### src/rtl/microcode_loader_pkg.sv
// Shared definitions for the microcode loader: store geometry, loader state encodings
// and the bytes-per-word helper.
package microcode_loader_pkg;

    localparam int MICRO_WIDTH      = 88;
    localparam int MICRO_ADDR_WIDTH = 9;
    localparam int MICRO_BYTE_WIDTH = 8;

    typedef enum logic [2:0] {
        LD_IDLE  = 3'd0,
        LD_RECV  = 3'd1,
        LD_WRITE = 3'd2,
        LD_CSUM  = 3'd3,
        LD_DONE  = 3'd4
    } ld_state_e;

    function automatic int bytes_per_word(input int dw, input int bw);
        return (dw + bw - 1) / bw;
    endfunction

endpackage

### src/rtl/microcode_loader_if.sv
// Control, byte-stream and memory-write-port signals of the microcode loader.
// slave = loader side, master = host / boot ROM / memory side.
interface microcode_loader_if
    import microcode_loader_pkg::*;
#(
    parameter int DATA_WIDTH = MICRO_WIDTH,
    parameter int ADDR_WIDTH = MICRO_ADDR_WIDTH,
    parameter int BYTE_WIDTH = MICRO_BYTE_WIDTH
);
    logic                  start;
    logic [ADDR_WIDTH:0]   load_words;
    logic                  in_valid;
    logic [BYTE_WIDTH-1:0] in_data;
    logic                  in_ready;
    logic                  mem_we;
    logic [ADDR_WIDTH-1:0] mem_address;
    logic [DATA_WIDTH-1:0] mem_data;
    logic                  busy;
    logic                  hold_core;
    logic                  done;
    logic                  error;

    modport slave (
        input  start, load_words, in_valid, in_data,
        output in_ready, mem_we, mem_address, mem_data, busy, hold_core, done, error
    );

    modport master (
        output start, load_words, in_valid, in_data,
        input  in_ready, mem_we, mem_address, mem_data, busy, hold_core, done, error
    );
endinterface

### src/rtl/microcode_loader_assembler.sv
// mc_word_assembler: byte counter plus per-byte lanes building one microword, LSB byte first.
// word_nxt already includes the byte being accepted so the write port can register it directly.
module mc_word_assembler
    import microcode_loader_pkg::*;
#(
    parameter int DATA_WIDTH = MICRO_WIDTH,
    parameter int BYTE_WIDTH = MICRO_BYTE_WIDTH
) (
    input  logic                  clock,
    input  logic                  reset,
    input  logic                  clear,
    input  logic                  accept,
    input  logic [BYTE_WIDTH-1:0] byte_in,
    output logic                  last,
    output logic [DATA_WIDTH-1:0] word_nxt
);
    localparam int BPW   = bytes_per_word(DATA_WIDTH, BYTE_WIDTH);
    localparam int CNT_W = $clog2(BPW + 1);

    logic [CNT_W-1:0]                 byte_cnt;
    logic [BPW-1:0][BYTE_WIDTH-1:0]   lanes, lanes_nxt;
    logic [BPW*BYTE_WIDTH-1:0]        flat_nxt;

    assign last = (byte_cnt == CNT_W'(BPW - 1));

    always_comb begin
        lanes_nxt = lanes;
        for (int k = 0; k < BPW; k++) begin
            if (accept && byte_cnt == CNT_W'(k))
                lanes_nxt[k] = byte_in;
        end
    end

    // Bits of the top lane beyond DATA_WIDTH are simply not forwarded.
    assign flat_nxt = lanes_nxt;
    assign word_nxt = flat_nxt[DATA_WIDTH-1:0];

    always_ff @(posedge clock) begin
        if (reset) begin
            byte_cnt <= '0;
            lanes    <= '0;
        end else begin
            lanes <= lanes_nxt;
            if (clear)
                byte_cnt <= '0;
            else if (accept)
                byte_cnt <= byte_cnt + 1'b1;
        end
    end

endmodule

### src/rtl/microcode_loader.sv
// Run-time microcode loader: byte stream -> 88-bit words -> sequential store writes, core held in reset.
// Define MICROCODE_LOADER_CHECKSUM_EN to add the 16-bit checksum trailer and the error flag.
module microcode_loader
    import microcode_loader_pkg::*;
#(
    parameter int DATA_WIDTH = MICRO_WIDTH,
    parameter int ADDR_WIDTH = MICRO_ADDR_WIDTH,
    parameter int BYTE_WIDTH = MICRO_BYTE_WIDTH
) (
    input logic           clock,
    input logic           reset,
    microcode_loader_if.slave bus
);
    localparam int DEPTH = 1 << ADDR_WIDTH;

    ld_state_e             state;
    logic [ADDR_WIDTH-1:0] addr, last_addr;
    logic [ADDR_WIDTH:0]   words_clamped;
    logic                  mem_we_q, done_q;
    logic [ADDR_WIDTH-1:0] mem_address_q;
    logic [DATA_WIDTH-1:0] mem_data_q;
    logic                  in_ready, accept, asm_accept, asm_clear, asm_last;
    logic [DATA_WIDTH-1:0] asm_word;

    assign in_ready   = (state == LD_RECV) || (state == LD_CSUM);
    assign accept     = bus.in_valid && in_ready;
    assign asm_accept = accept && (state == LD_RECV);
    assign asm_clear  = (state == LD_WRITE) || (state == LD_IDLE && bus.start);

    // The address never wraps: oversize requests load the whole store once.
    assign words_clamped = (bus.load_words > (ADDR_WIDTH + 1)'(DEPTH)) ?
                           (ADDR_WIDTH + 1)'(DEPTH) : bus.load_words;

    mc_word_assembler #(
        .DATA_WIDTH (DATA_WIDTH),
        .BYTE_WIDTH (BYTE_WIDTH)
    ) u_asm (
        .clock    (clock),
        .reset    (reset),
        .clear    (asm_clear),
        .accept   (asm_accept),
        .byte_in  (bus.in_data),
        .last     (asm_last),
        .word_nxt (asm_word)
    );

`ifdef MICROCODE_LOADER_CHECKSUM_EN
    logic [15:0]           csum;
    logic [BYTE_WIDTH-1:0] exp_lo;
    logic                  csum_hi;
    logic                  error_q;
    assign bus.error = error_q;
`else
    assign bus.error = 1'b0;
`endif

    always_ff @(posedge clock) begin
        if (reset) begin
            state         <= LD_IDLE;
            addr          <= '0;
            last_addr     <= '0;
            mem_we_q      <= 1'b0;
            mem_address_q <= '0;
            mem_data_q    <= '0;
            done_q        <= 1'b0;
`ifdef MICROCODE_LOADER_CHECKSUM_EN
            csum          <= '0;
            exp_lo        <= '0;
            csum_hi       <= 1'b0;
            error_q       <= 1'b0;
`endif
        end else begin
            mem_we_q <= 1'b0;
            done_q   <= 1'b0;
            case (state)
                LD_IDLE: begin
                    if (bus.start) begin
                        addr      <= '0;
                        last_addr <= ADDR_WIDTH'(words_clamped - 1'b1);
`ifdef MICROCODE_LOADER_CHECKSUM_EN
                        csum      <= '0;
                        csum_hi   <= 1'b0;
                        error_q   <= 1'b0;
`endif
                        state     <= (words_clamped == '0) ? LD_DONE : LD_RECV;
                    end
                end
                LD_RECV: begin
                    if (accept) begin
`ifdef MICROCODE_LOADER_CHECKSUM_EN
                        csum <= csum + 16'(bus.in_data);
`endif
                        if (asm_last) begin
                            mem_we_q      <= 1'b1;
                            mem_address_q <= addr;
                            mem_data_q    <= asm_word;
                            state         <= LD_WRITE;
                        end
                    end
                end
                LD_WRITE: begin
                    if (addr == last_addr) begin
`ifdef MICROCODE_LOADER_CHECKSUM_EN
                        state <= LD_CSUM;
`else
                        state <= LD_DONE;
`endif
                    end else begin
                        addr  <= addr + 1'b1;
                        state <= LD_RECV;
                    end
                end
`ifdef MICROCODE_LOADER_CHECKSUM_EN
                LD_CSUM: begin
                    if (accept) begin
                        if (!csum_hi) begin
                            exp_lo  <= bus.in_data;
                            csum_hi <= 1'b1;
                        end else begin
                            error_q <= ({bus.in_data, exp_lo} != csum);
                            state   <= LD_DONE;
                        end
                    end
                end
`endif
                LD_DONE: begin
                    done_q <= 1'b1;
                    state  <= LD_IDLE;
                end
                default: state <= LD_IDLE;
            endcase
        end
    end

    assign bus.in_ready    = in_ready;
    assign bus.mem_we      = mem_we_q;
    assign bus.mem_address = mem_address_q;
    assign bus.mem_data    = mem_data_q;
    assign bus.busy        = (state != LD_IDLE);
    assign bus.hold_core   = (state != LD_IDLE);
    assign bus.done        = done_q;

endmodule
### src/flat_wrapper.sv
// flat-port wrapper written by rule: the top's interface ports become plain ports
module microcode_loader_flat import microcode_loader_pkg::*;
#(
    parameter int DATA_WIDTH = MICRO_WIDTH,
    parameter int ADDR_WIDTH = MICRO_ADDR_WIDTH,
    parameter int BYTE_WIDTH = MICRO_BYTE_WIDTH
)
  (clock, reset, bus_start, bus_load_words, bus_in_valid, bus_in_data, bus_in_ready, bus_mem_we, bus_mem_address, bus_mem_data, bus_busy, bus_hold_core, bus_done, bus_error);
  microcode_loader_if #(.DATA_WIDTH(DATA_WIDTH), .ADDR_WIDTH(ADDR_WIDTH), .BYTE_WIDTH(BYTE_WIDTH)) bus_i ();
  input logic clock;
  input logic reset;
  input wire logic [$bits(bus_i.start)-1:0] bus_start;
  input wire logic [$bits(bus_i.load_words)-1:0] bus_load_words;
  input wire logic [$bits(bus_i.in_valid)-1:0] bus_in_valid;
  input wire logic [$bits(bus_i.in_data)-1:0] bus_in_data;
  output wire logic [$bits(bus_i.in_ready)-1:0] bus_in_ready;
  output wire logic [$bits(bus_i.mem_we)-1:0] bus_mem_we;
  output wire logic [$bits(bus_i.mem_address)-1:0] bus_mem_address;
  output wire logic [$bits(bus_i.mem_data)-1:0] bus_mem_data;
  output wire logic [$bits(bus_i.busy)-1:0] bus_busy;
  output wire logic [$bits(bus_i.hold_core)-1:0] bus_hold_core;
  output wire logic [$bits(bus_i.done)-1:0] bus_done;
  output wire logic [$bits(bus_i.error)-1:0] bus_error;
  assign bus_i.start = bus_start;
  assign bus_i.load_words = bus_load_words;
  assign bus_i.in_valid = bus_in_valid;
  assign bus_i.in_data = bus_in_data;
  assign bus_in_ready = bus_i.in_ready;
  assign bus_mem_we = bus_i.mem_we;
  assign bus_mem_address = bus_i.mem_address;
  assign bus_mem_data = bus_i.mem_data;
  assign bus_busy = bus_i.busy;
  assign bus_hold_core = bus_i.hold_core;
  assign bus_done = bus_i.done;
  assign bus_error = bus_i.error;
  microcode_loader #(.DATA_WIDTH(DATA_WIDTH), .ADDR_WIDTH(ADDR_WIDTH), .BYTE_WIDTH(BYTE_WIDTH)) u_core (.clock(clock), .reset(reset), .bus(bus_i));
endmodule
### config.mk
export PLATFORM = sky130hd
export DESIGN_NAME = microcode_loader_flat
export DESIGN_NICKNAME = d
export VERILOG_FILES = /design/src/rtl/microcode_loader_pkg.sv /design/src/rtl/microcode_loader_if.sv /design/src/rtl/microcode_loader_assembler.sv /design/src/rtl/microcode_loader.sv /design/src/flat_wrapper.sv
export SDC_FILE = /design/constraint.sdc
export NUM_CORES = 1
export LEC_CHECK = 0
export ABC_AREA = 0
export CAP_MARGIN = 40
export CORE_ASPECT_RATIO = 1.5
export CORE_UTILIZATION = 48
export DETAILED_ROUTE_END_ITERATION = 8
export HOLD_SLACK_MARGIN = 0.06
export PLACE_DENSITY_LB_ADDON = 0.1
export SETUP_SLACK_MARGIN = 0.2
export SYNTH_ARGS = -nofsm -noshare
export SYNTH_HDL_FRONTEND = slang
export SYNTH_SLANG_ARGS = --single-unit
### constraint.sdc
create_clock -name clock -period 1.8 [get_ports clock]
set_input_delay 0.18 -clock clock [delete_from_list [all_inputs] [get_ports clock]]
set_output_delay 0.18 -clock clock [all_outputs]
set_load 0.05 [all_outputs]
==> metrics.txt, run 1 <==
Netlist cell types 54; Int Pwr 0.007019 W; Syn Inst Count 848; initial antenna violation count 0; drt pass-1 iters 4; Post-Route WL roughly 21,000 um; count of clock tree sinks 204; core area approximately 0.016 mm^2; Fin. Hold Viols 0; RSZ-0062 raised after global routing yes; CP Capture Type flop; Synth Register Bits around 200; Max Cap Viol 0; Vias 6,591; register area share after synthesis 0.5178; class of the worst hold path in -> reg; VDD IR max 0.7625 mV; Boundary Pins 125; DIE AREA 0.01696 mm^2; logic gate share of total power 0.075; Data arrival, critical path 2.05 ns; synthesis-to-finish area growth 44.69%; CTS tree yes; status finished clean; worst setup path category reg -> reg; ys async rst share 0; Placer Congestion 0.8622; Clock power frac 0.419; FMAX ~590 MHz; Tmin final 1.683 ns; vias in the first global route 6,251; DR vias/cell 5.363; Tightest Pin Transition 0.6286 ns; grt total ovfl 0; final-layout worst hold slack between 0.15 and 0.2 ns; CP Cell Sequence and4bb_1, and3_4, buf_16, nor2_1, a211oi_1; Post-Route Skew 0.01175 ns; WP data required 2.17 ns; Synth Net Count 877; Die X 106.7 um; H-Tree Depth 1; Clock Latency Late Sink between 0.4 and 0.5 ns; GRT Util Overall 0.2259; Initial Utilization 0.4894; first-pass GRT wire length 31,150 um; Post-synth EDFFs 0; Net Sw Power 0.002023 W; Yosys Warn Count 0; Slowest cell on crit path dfxtp_2; pre-CTS setup slack -0.3833 ns; buffers added on ports roughly 120; Sw Share 0.2237; commonest non-fill, non-tap cells in the layout dfxtp_1 (186), nor2_1 (161), dlygate4sd2_1 (88); DR iter-0 viols between 200 and 300; clock slew at reported path FFs 0.06 ns; Sequential Power Share 0.505; Startpoint Class flop; Critical Path Fanout Max 30; Post-DRT Antenna Nets 0; max-slew violation count 0; Total Power 0.009042 W; most common cell after layout, fill and taps aside dfxtp_1; period utilisation layout 0.9349; Num CTS Buffers 19; CTS Root Cell clkbuf_16; DR DRC count 0; antenna cells 0; post-detail-place hpwl 13,050 um; number of fill cells 1,243; num rows 57; nets 1,042; mean cell area of the mapped netlist around 9.3 um^2; drt wl/cell 16.99 um; power per cell area 792.3 mW/mm^2; largest net degree at the start of global routing 79; main flop type after synthesis dfxtp_1; Final Worst Setup Slack 0.1173 ns; layout cells sized above 1 0.2610; Cell Area, Synth 0.007888 mm^2; slowest cell delay on critical path 0.36 ns; Final setup viols 0; Max transition margin 0.5809; Pleak 4.614 nW; Max Root-Sink Buffers 3; Die Y between 150 and 200 um
-- worst paths after layout --
| kind | from | to | slack, ns | cells past startpoint |
|---|---|---|---|---|
| max reg2reg | u_core.state[1]$_SDFFE_PP0P_ | u_core.bus.mem_data[17]$_SDFFE_PP0P_ | 0.12 | 5 |
| max | u_core.state[1]$_SDFFE_PP0P_ | u_core.bus.mem_data[17]$_SDFFE_PP0P_ | 0.12 | 5 |
| min | reset | u_core.u_asm.lanes[52]$_SDFF_PP0_ | 0.18 | 2 |
| min reg2reg | u_core.bus.mem_data[82]$_SDFFE_PP0P_ | u_core.bus.mem_data[82]$_SDFFE_PP0P_ | 0.45 | 2 |
-- per-stage QoR --
stage                     setup TNS (ns)  cells  utilization  cell area, um^2
after floorplan                        0    848            -             8018
after global placement            -5.629   1169       0.5994             9661
after detailed placement          -11.37   1169       0.5994             9661
after CTS                              0   1206       0.6482            10450
after global routing                   0   1229       0.7080            11410
final                                  0   1229       0.7080            11410
-- cells in the mapped netlist, types with 2 or more instances --
library cell	n	area share
a2111oi_0	2	0.0022
xnor2_1	4	0.0044
nand3_1	19	0.012
dfxtp_1	204	0.52
ha_1	7	0.011
nor3_1	6	0.0038
or4_1	2	0.0019
or3_1	6	0.0048
nor2b_1	4	0.0032
nand4_1	4	0.0032
o21a_1	2	0.0019
o211ai_1	2	0.0019
and2_1	6	0.0048
buf_2	23	0.015
and3_1	2	0.0016
inv_1	6	0.0029
a21oi_1	46	0.029
buf_4	11	0.010
nand3b_1	2	0.0019
nor2_1	164	0.078
xor2_1	11	0.012
nor4_1	4	0.0032
a211oi_1	83	0.079
or2_2	2	0.0016
a211oi_2	2	0.0032
o21ai_0	6	0.0038
o41ai_1	2	0.0022
a211o_1	2	0.0022
clkbuf_1	38	0.018
mux2i_1	81	0.10
nand2_1	72	0.034
-- routing by layer --
metal | vias to the layer above | global-route usage | routed length, um
met1 | 3122 | 0.2606 | 8113
met4 | 0 | 0.08655 | 503
li1 | 3261 | - | -
met5 | - | 0 | 0
met2 | 171 | 0.4179 | 11420
met3 | 37 | 0.02661 | 840
-- cells by family after synthesis --
family	count (synthesis)	share of synthesized area
XOR/XNOR	15	0.01666
AO/OA/AOI/OAI	153	0.1317
buffers and inverters	81	0.04854
AND/OR/NAND/NOR	306	0.1710
multiplexers	81	0.1028
other	1	0.0004754
adder cells (fa/ha/maj)	7	0.01110
flip-flops	204	0.5178
-- cell type report --
type | count | area, um^2 | share of cell area
Timing Repair Buffer | 219 | 2167 | 0.1899
Sequential cell | 204 | 4119 | 0.3609
Clock buffer | 28 | 569.3 | 0.04988
Inverter | 6 | 22.52 | 0.001973
Clock inverter | 3 | 18.77 | 0.001645
Tap cell | 206 | 257.7 | 0.02259
Multi-Input combinational cell | 563 | 4258 | 0.3731
-- power by group through the flow --
stage	clock (W)	sequential (W)	combinational, W
after floorplan	0	0.00466	0.000305
after global placement	0	0.00466	0.000515
after detailed placement	0	0.00466	0.000526
after CTS	0.00386	0.00456	0.000572
after global routing	0.00406	0.00457	0.000729
final	0.00379	0.00457	0.000682
-- registers in the layout, summed over array words and instances (netlist names) --
name	flops
u_core.bus.mem_data	88
u_core.bus.done	1
u_core.u_asm.byte_cnt	4
u_core.bus.mem_address	9
u_core.state	3
u_core.last_addr	9
u_core.u_asm.lanes	80
u_core.addr	9
u_core.bus.mem_we	1
-- timing repair --
action / 4_1_cts / 5_1_grt
hold buffers: 0 / 0
buffers inserted: 4 / 16
cloned: 2 / 7
pin swaps: 17 / 26
setup endpoints to repair: 261 / 201
resized for setup: 150 / 130
-- worst max-delay path, delay by kind of cell (launching register included) --
family	cells	cell delay [ns]
simple gates	3	0.73
buf+inv	1	0.22
flops	1	0.36
compound gates	1	0.27
No activity file was read; power rests on OpenSTA's default activity.
==> inputs of run 2 (changes only) <==
Settings changed: CORE_MARGIN from default to 10.
==> metrics.txt, run 2 (synthesized netlist as in run 1, its figures left out) <==
status complete, but fails checks (was finished clean); failing checks setup timing; H-Tree Depth 1 (unchanged); max-slew violation count 0 (unchanged); Post-DRT Antenna Nets 0 (unchanged); Die Y 177 um (was 159 um); worst setup path category reg -> reg (unchanged); first-pass GRT wire length 38,090 um (was 31,150 um); FMAX 548.1 MHz (was 594.3 MHz); Post-Route Skew 0.01986 ns (was 0.01175 ns); num rows 57 (unchanged); number of fill cells 850 (was 1,243); largest net degree at the start of global routing 81 (was 79); drt pass-1 iters 5 (was 4); Max Root-Sink Buffers 3 (unchanged); buffers added on ports 123 (unchanged); Final Worst Setup Slack -0.02436 ns (was 0.1173 ns); Largest register FFs 88 (unchanged); Finished Core Util 0.8186 (was 0.7080); Max transition margin 0.6018 (was 0.5809); DIE AREA 0.02207 mm^2 (was 0.01696 mm^2); Data arrival, critical path 2.22 ns (was 2.05 ns); Post-Route WL 26,690 um (was 20,880 um); Boundary Pins 125 (unchanged); clock slew at reported path FFs 0.07 ns (was 0.06 ns); GRT Util Overall 0.2062 (was 0.2259); commonest non-fill, non-tap cells in the layout dfxtp_1 (186), nor2_1 (138), a211oi_2 (72) (was dfxtp_1 (186), nor2_1 (161), dlygate4sd2_1 (88)); Tmin final 1.824 ns (was 1.683 ns); nets 1,079 (was 1,042); Initial Utilization 0.4872 (was 0.4894); setup TNS -0.1988 ns (was 0 ns); grt total ovfl 0 (unchanged); CTS Root Cell clkbuf_16 (unchanged); RSZ-0062 raised after global routing yes (unchanged); layout cells sized above 1 0.4205 (was 0.2610); hold depth 2 (unchanged); core area 0.01619 mm^2 (was 0.01612 mm^2); period utilisation layout 1.014 (was 0.9349); Die X 124.7 um (was 106.7 um); Post-CTS Hold Buffers 0 (unchanged); reg-to-reg slack, setup -0.02 ns (was 0.12 ns); Clock Latency Late Sink 0.50 ns (was 0.48 ns); Final setup viols 16 (was 0); WP data required 2.20 ns (was 2.17 ns); post-detail-place hpwl 14,090 um (was 13,050 um); count of clock tree sinks 204 (unchanged); drt wl/cell 21.03 um (was 16.99 um); Placer Congestion 0.8266 (was 0.8622); Finished Cell Area 0.01325 mm^2 (was 0.01141 mm^2); Pleak 5.115 nW (was 4.614 nW); synthesis-to-finish area growth 68.02% (was 44.69%); Startpoint Class flop (unchanged); Max Cap Viol 0 (unchanged); most common cell after layout, fill and taps aside dfxtp_1 (unchanged); Total Power 0.009375 W (was 0.009042 W); CTS tree yes (unchanged); Reg2Reg Depth 6 (was 5); initial antenna violation count 0 (unchanged); Tightest Pin Transition 0.5973 ns (was 0.6286 ns); DR vias/cell 5.672 (was 5.363); Fin. Hold Viols 0 (unchanged); Area after DPL 0.009585 mm^2 (was 0.009661 mm^2); antenna cells 0 (unchanged); DR DRC count 0 (unchanged); DR iter-0 viols 335 (was 258); class of the worst hold path in -> reg (unchanged); pre-CTS setup slack -0.2764 ns (was -0.3833 ns); power per cell area 707.4 mW/mm^2 (was 792.3 mW/mm^2); vias in the first global route 7,231 (was 6,251); Critical Path Fanout Max 8 (was 30); Vias 7,198 (was 6,591); VDD IR max 0.6337 mV (was 0.7625 mV); CP Capture Type flop (unchanged); Num CTS Buffers 19 (unchanged)
## run 2: final cells by class
| class | count | area, um^2 | share of cell area |
|---|---|---|---|
| Clock buffer | 31 | 610.6 | 0.04607 |
| Clock inverter | 3 | 21.27 | 0.001605 |
| Inverter | 6 | 22.52 | 0.001699 |
| Multi-Input combinational cell | 563 | 5132 | 0.3873 |
| Sequential cell | 204 | 4121 | 0.3110 |
| Tap cell | 206 | 257.7 | 0.01945 |
| Timing Repair Buffer | 256 | 3087 | 0.2329 |
## run 2: metal layers
metal / GRT usage / up-vias / share of wire
met5: 0 / - / 0
met4: 0.08909 / 0 / 0.040
met3: 0.04048 / 71 / 0.046
met2: 0.3881 / 218 / 0.55
met1: 0.2168 / 3543 / 0.37
li1: - / 3366 / -
## run 2: power by group
part / switching (W) / internal, W / total, W
clock: 0.00173 / 0.00232 / 0.00406
sequential: 0.0000299 / 0.00454 / 0.00457
combinational: 0.000436 / 0.000316 / 0.000752
total: 0.00220 / 0.00718 / 0.00937
## run 2: through the flow
step | hold slack [ns] | instances
final | 0.1422 | 1269
after global routing | 0.1582 | 1269
after CTS | 0.09576 | 1248
after detailed placement | 0.4462 | 1161
after global placement | 0.4416 | 1161
after floorplan | 0.3262 | 848
## run 2: worst paths after layout
check | from | endpoint
setup / recovery | u_core.state[1]$_SDFFE_PP0P_ | u_core.bus.mem_data[55]$_SDFFE_PP0P_
hold / removal | reset | u_core.u_asm.lanes[7]$_SDFF_PP0_
setup reg to reg | u_core.state[1]$_SDFFE_PP0P_ | u_core.bus.mem_data[55]$_SDFFE_PP0P_
hold reg to reg | u_core.u_asm.lanes[71]$_SDFF_PP0_ | u_core.u_asm.lanes[71]$_SDFF_PP0_
## run 2: what timing repair did
action	4_1_cts	5_1_grt
gates resized for setup	266	278
setup endpoints to repair	249	227
pin swaps	57	103
gates cloned	23	5
setup buffers	30	16
## run 2: critical path, stage by stage (launching register included)
cell and delay [ns]:
dfxtp_4 0.35, nand4bb_1 0.24, nor3b_2 0.27, buf_6 0.23, nand2_8 0.15, mux2i_4 0.23
a211oi_2 0.25
==> inputs of run 3 (changes only) <==
Settings changed: ABC_AREA 0 to 1, CORE_UTILIZATION 48 to 49.
==> metrics.txt, run 3 <==
core area 0.01787 mm^2 (was 0.01619 mm^2); Top Family by Delay on Critical Path buffers and inverters (was simple AND/OR/NAND/NOR gates); Finished Cell Area 0.01223 mm^2 (was 0.01325 mm^2); ys async rst share 0 (unchanged); Synth top area share 0.4602 (was 0.5178); Post-synth EDFFs 0 (unchanged); Die X 129.9 um (was 124.7 um); DR vias/cell 4.830 (was 5.672); Total Power 0.01046 W (was 0.009375 W); Startpoint Class flop (unchanged); antenna cells 0 (unchanged); Slowest cell on crit path dfxtp_2 (was dfxtp_4); CP Capture Type flop (unchanged); post-detail-place hpwl 14,610 um (was 14,090 um); Initial Utilization 0.4966 (was 0.4872); hold depth 3 (was 2); M1 WL 9858 um (was 9761 um); largest net degree at the start of global routing 85 (was 81); reg-to-reg slack, setup 0.14 ns (was -0.02 ns); vias in the first global route 7,408 (was 7,231); Post-DRT Antenna Nets 0 (unchanged); Boundary Pins 125 (unchanged); Reg2Reg Depth 11 (was 6); grt total ovfl 0 (unchanged); count of clock tree sinks 204 (unchanged); cell with the most instances after synthesis inv_1 (was dfxtp_1); top layer in use met4 (unchanged); final-layout worst hold slack 0.4605 ns (was 0.1422 ns); most used cell, CP buf_6; DR iter-0 viols 428 (was 335); most common cell after layout, fill and taps aside inv_1 (was dfxtp_1); Pleak 6.125 nW (was 5.115 nW); Post-Route Skew 0.008298 ns (was 0.01986 ns); DIE AREA 0.02400 mm^2 (was 0.02207 mm^2); CTS Root Cell clkbuf_16 (unchanged); Num CTS Buffers 20 (was 19); Finished Layout Cells 1,644 (was 1,269); commonest non-fill, non-tap cells in the layout inv_1 (254), nor2_1 (219), dfxtp_1 (197) (was dfxtp_1 (186), nor2_1 (138), a211oi_2 (72)); layout cells sized above 1 0.1829 (was 0.4205); VDD IR max 0.8793 mV (was 0.6337 mV); top cells by count, synth inv_1 (258), nor2_1 (244), dfxtp_1 (204) (was dfxtp_1 (204), nor2_1 (164), a211oi_1 (83)); max-slew violation count 0 (unchanged); Die Y 184.8 um (was 177 um); Detail Route met2 WL 12,730 um (was 14,620 um); dpl cells 1,576 (was 1,161); Tmin final 1.662 ns (was 1.824 ns); Fin. Hold Viols 0 (unchanged); WP data required 2.18 ns (was 2.20 ns); mean cell area of the mapped netlist 7.173 um^2 (was 9.301 um^2); Tightest Pin Transition 0.5558 ns (was 0.5973 ns); worst r2r dst u_core.bus.mem_data[6]$_SDFFE_PP0P_ (was u_core.bus.mem_data[55]$_SDFFE_PP0P_); CTS tree yes (unchanged); synthesis-to-finish area growth 37.85% (was 68.02%); Hold EP u_core.state[1]$_SDFFE_PP0P_ (was u_core.u_asm.lanes[7]$_SDFF_PP0_); clock slew at reported path FFs 0.06 ns (was 0.07 ns); drt wl/cell 14.77 um (was 21.03 um); CP Cell Sequence inv_2, nor2_4, nand2_4, nor2_8, buf_6, buf_6, nand4_4, buf_6, o21a_1, o21ai_1, inv_1 (was nand4bb_1, nor3b_2, buf_6, nand2_8, mux2i_4, a211oi_2); Area after DPL 0.01070 mm^2 (was 0.009585 mm^2); main flop type after synthesis dfxtp_1 (unchanged); Post-Route WL 24,280 um (was 26,690 um); buffers added on ports 123 (unchanged); Final setup viols 0 (was 16); drt pass-1 iters 6 (was 5); DR DRC count 0 (unchanged); worst setup path category reg -> reg (unchanged); status finished clean (was complete, but fails checks); ranking of synthesized cells by area dfxtp_1 (46%), inv_1 (11%), nor2_1 (10%) (was dfxtp_1 (52%), mux2i_1 (10%), a211oi_1 (7.9%)); nets 1,444 (was 1,079); H-Tree Depth 1 (unchanged); Synth Register Bits 204 (unchanged); first-pass GRT wire length 36,450 um (was 38,090 um); GRT Util Overall 0.1863 (was 0.2062); register area share after synthesis 0.4602 (was 0.5178); Max transition margin 0.6255 (was 0.6018); Clock Latency Late Sink 0.49 ns (was 0.50 ns); Syn Inst Count 1,237 (was 848); FMAX 601.6 MHz (was 548.1 MHz); Met3 Routed Length 1147 um (was 1239 um); period utilisation layout 0.9234 (was 1.014); Largest register FFs 88 (unchanged); Synth Net Count 1,266 (was 877); RSZ-0062 raised after global routing yes (unchanged); Cell Area, Synth 0.008874 mm^2 (was 0.007888 mm^2); slowest cell delay on critical path 0.33 ns (was 0.35 ns); initial antenna violation count 0 (unchanged); Data arrival, critical path 2.04 ns (was 2.22 ns); Max Cap Viol 0 (unchanged); hold_sp bus_start (was reset); Yosys Warn Count 0 (unchanged); Yosys top cell by area dfxtp_1 (unchanged); FF-to-FF Start u_core.state[0]$_SDFFE_PP0P_ (was u_core.state[1]$_SDFFE_PP0P_); num rows 60 (was 57); power per cell area 854.9 mW/mm^2 (was 707.4 mW/mm^2); Max Root-Sink Buffers 3 (unchanged); Worst Path Buf+Inv 5 (was 1); Vias 7,941 (was 7,198); class of the worst hold path in -> reg (unchanged); Critical Path Fanout Max 8 (unchanged); Placer Congestion 0.8854 (was 0.8266); Netlist cell types 37 (was 54)
[run 3: cell types whose count changed after synthesis, sizes merged, moves of 6 or more]
cell | previous run | this run
inv | 6 | 263
nand2 | 73 | 174
o21ai | 6 | 93
nor2 | 164 | 250
mux2i | 81 | 0
a211oi | 85 | 6
o21a | 2 | 64
a21oi | 46 | 28
o211ai | 2 | 16
nand4 | 4 | 13
or3 | 7 | 0
and2 | 6 | 0
[run 3: area by class of cell]
type / count / area [um^2]
timing repair buffer: 221 / 2280
fill: 1580 / 5635
tap: 217 / 271.5
clock buffer: 31 / 593.1
inverter: 264 / 997.2
clock inverter: 3 / 42.54
multi-input combinational: 704 / 3945
sequential: 204 / 4103
[run 3: power breakdown]
group	total (W)	internal, W	switching (W)
registers	0.00470	0.00463	0.0000735
logic	0.00164	0.000623	0.00102
clock network	0.00411	0.00241	0.00171
total	0.0105	0.00766	0.00280
[run 3: logic make-up after synthesis]
kind of cell	share of synthesized area
flip-flops	0.4602
AND/OR/NAND/NOR	0.2194
XOR/XNOR	0.01579
adder cells (fa/ha/maj)	0.009870
other	0.0004226
buffers and inverters	0.1489
AO/OA/AOI/OAI	0.1454
[run 3: tightest hold or removal path, cell delays in order]
cell	delay (ns)
clkdlybuf4s50_1	0.44
o21ai_1	0.22
nor3_1	0.06
[run 3: how the worst max path moves through the flow]
| stage | from | endpoint | slack, ns | cells after the start |
|---|---|---|---|---|
| finish | u_core.state[0]$_SDFFE_PP0P_ | u_core.bus.mem_data[6]$_SDFFE_PP0P_ | 0.14 | 11 |
| global route | u_core.state[0]$_SDFFE_PP0P_ | u_core.bus.mem_data[1]$_SDFFE_PP0P_ | 0.02 | 11 |
| CTS | u_core.state[0]$_SDFFE_PP0P_ | u_core.bus.mem_data[6]$_SDFFE_PP0P_ | 0.1 | 11 |
| detailed placement | bus_load_words[5] | u_core.last_addr[8]$_SDFFE_PP0P_ | -0.16 | 15 |
| global placement | bus_load_words[5] | u_core.last_addr[8]$_SDFFE_PP0P_ | -0.11 | 15 |
| floorplan | u_core.state[0]$_SDFFE_PP0P_ | u_core.bus.mem_data[32]$_SDFFE_PP0P_ | -0.03 | 10 |
[run 3: metal layers]
layer | GRT usage | vias up
li1 | - | 4108
met5 | 0 | -
met3 | 0.03778 | 41
met2 | 0.3526 | 130
met1 | 0.2020 | 3662
met4 | 0.05099 | 0
[run 3: per-stage QoR]
step                        util  worst slack (ns)  TNS [ns]
after floorplan                -          -0.02904   -0.6956
after global placement    0.5988           -0.1095    -2.753
after detailed placement  0.5988           -0.1624    -3.138
after CTS                 0.6460           0.09731         0
after global routing      0.6846           0.01972         0
final                     0.6846            0.1378         0
[run 3: timing repair]
action                                  in CTS  in global routing
endpoints found under the hold margin        2                  0
gates cloned                                 6                 12
setup buffers                               10                  5
endpoints found under the setup margin     223                193
gates resized for setup                    164                134
hold buffers                                 1                  0
pin swaps                                   11                 18
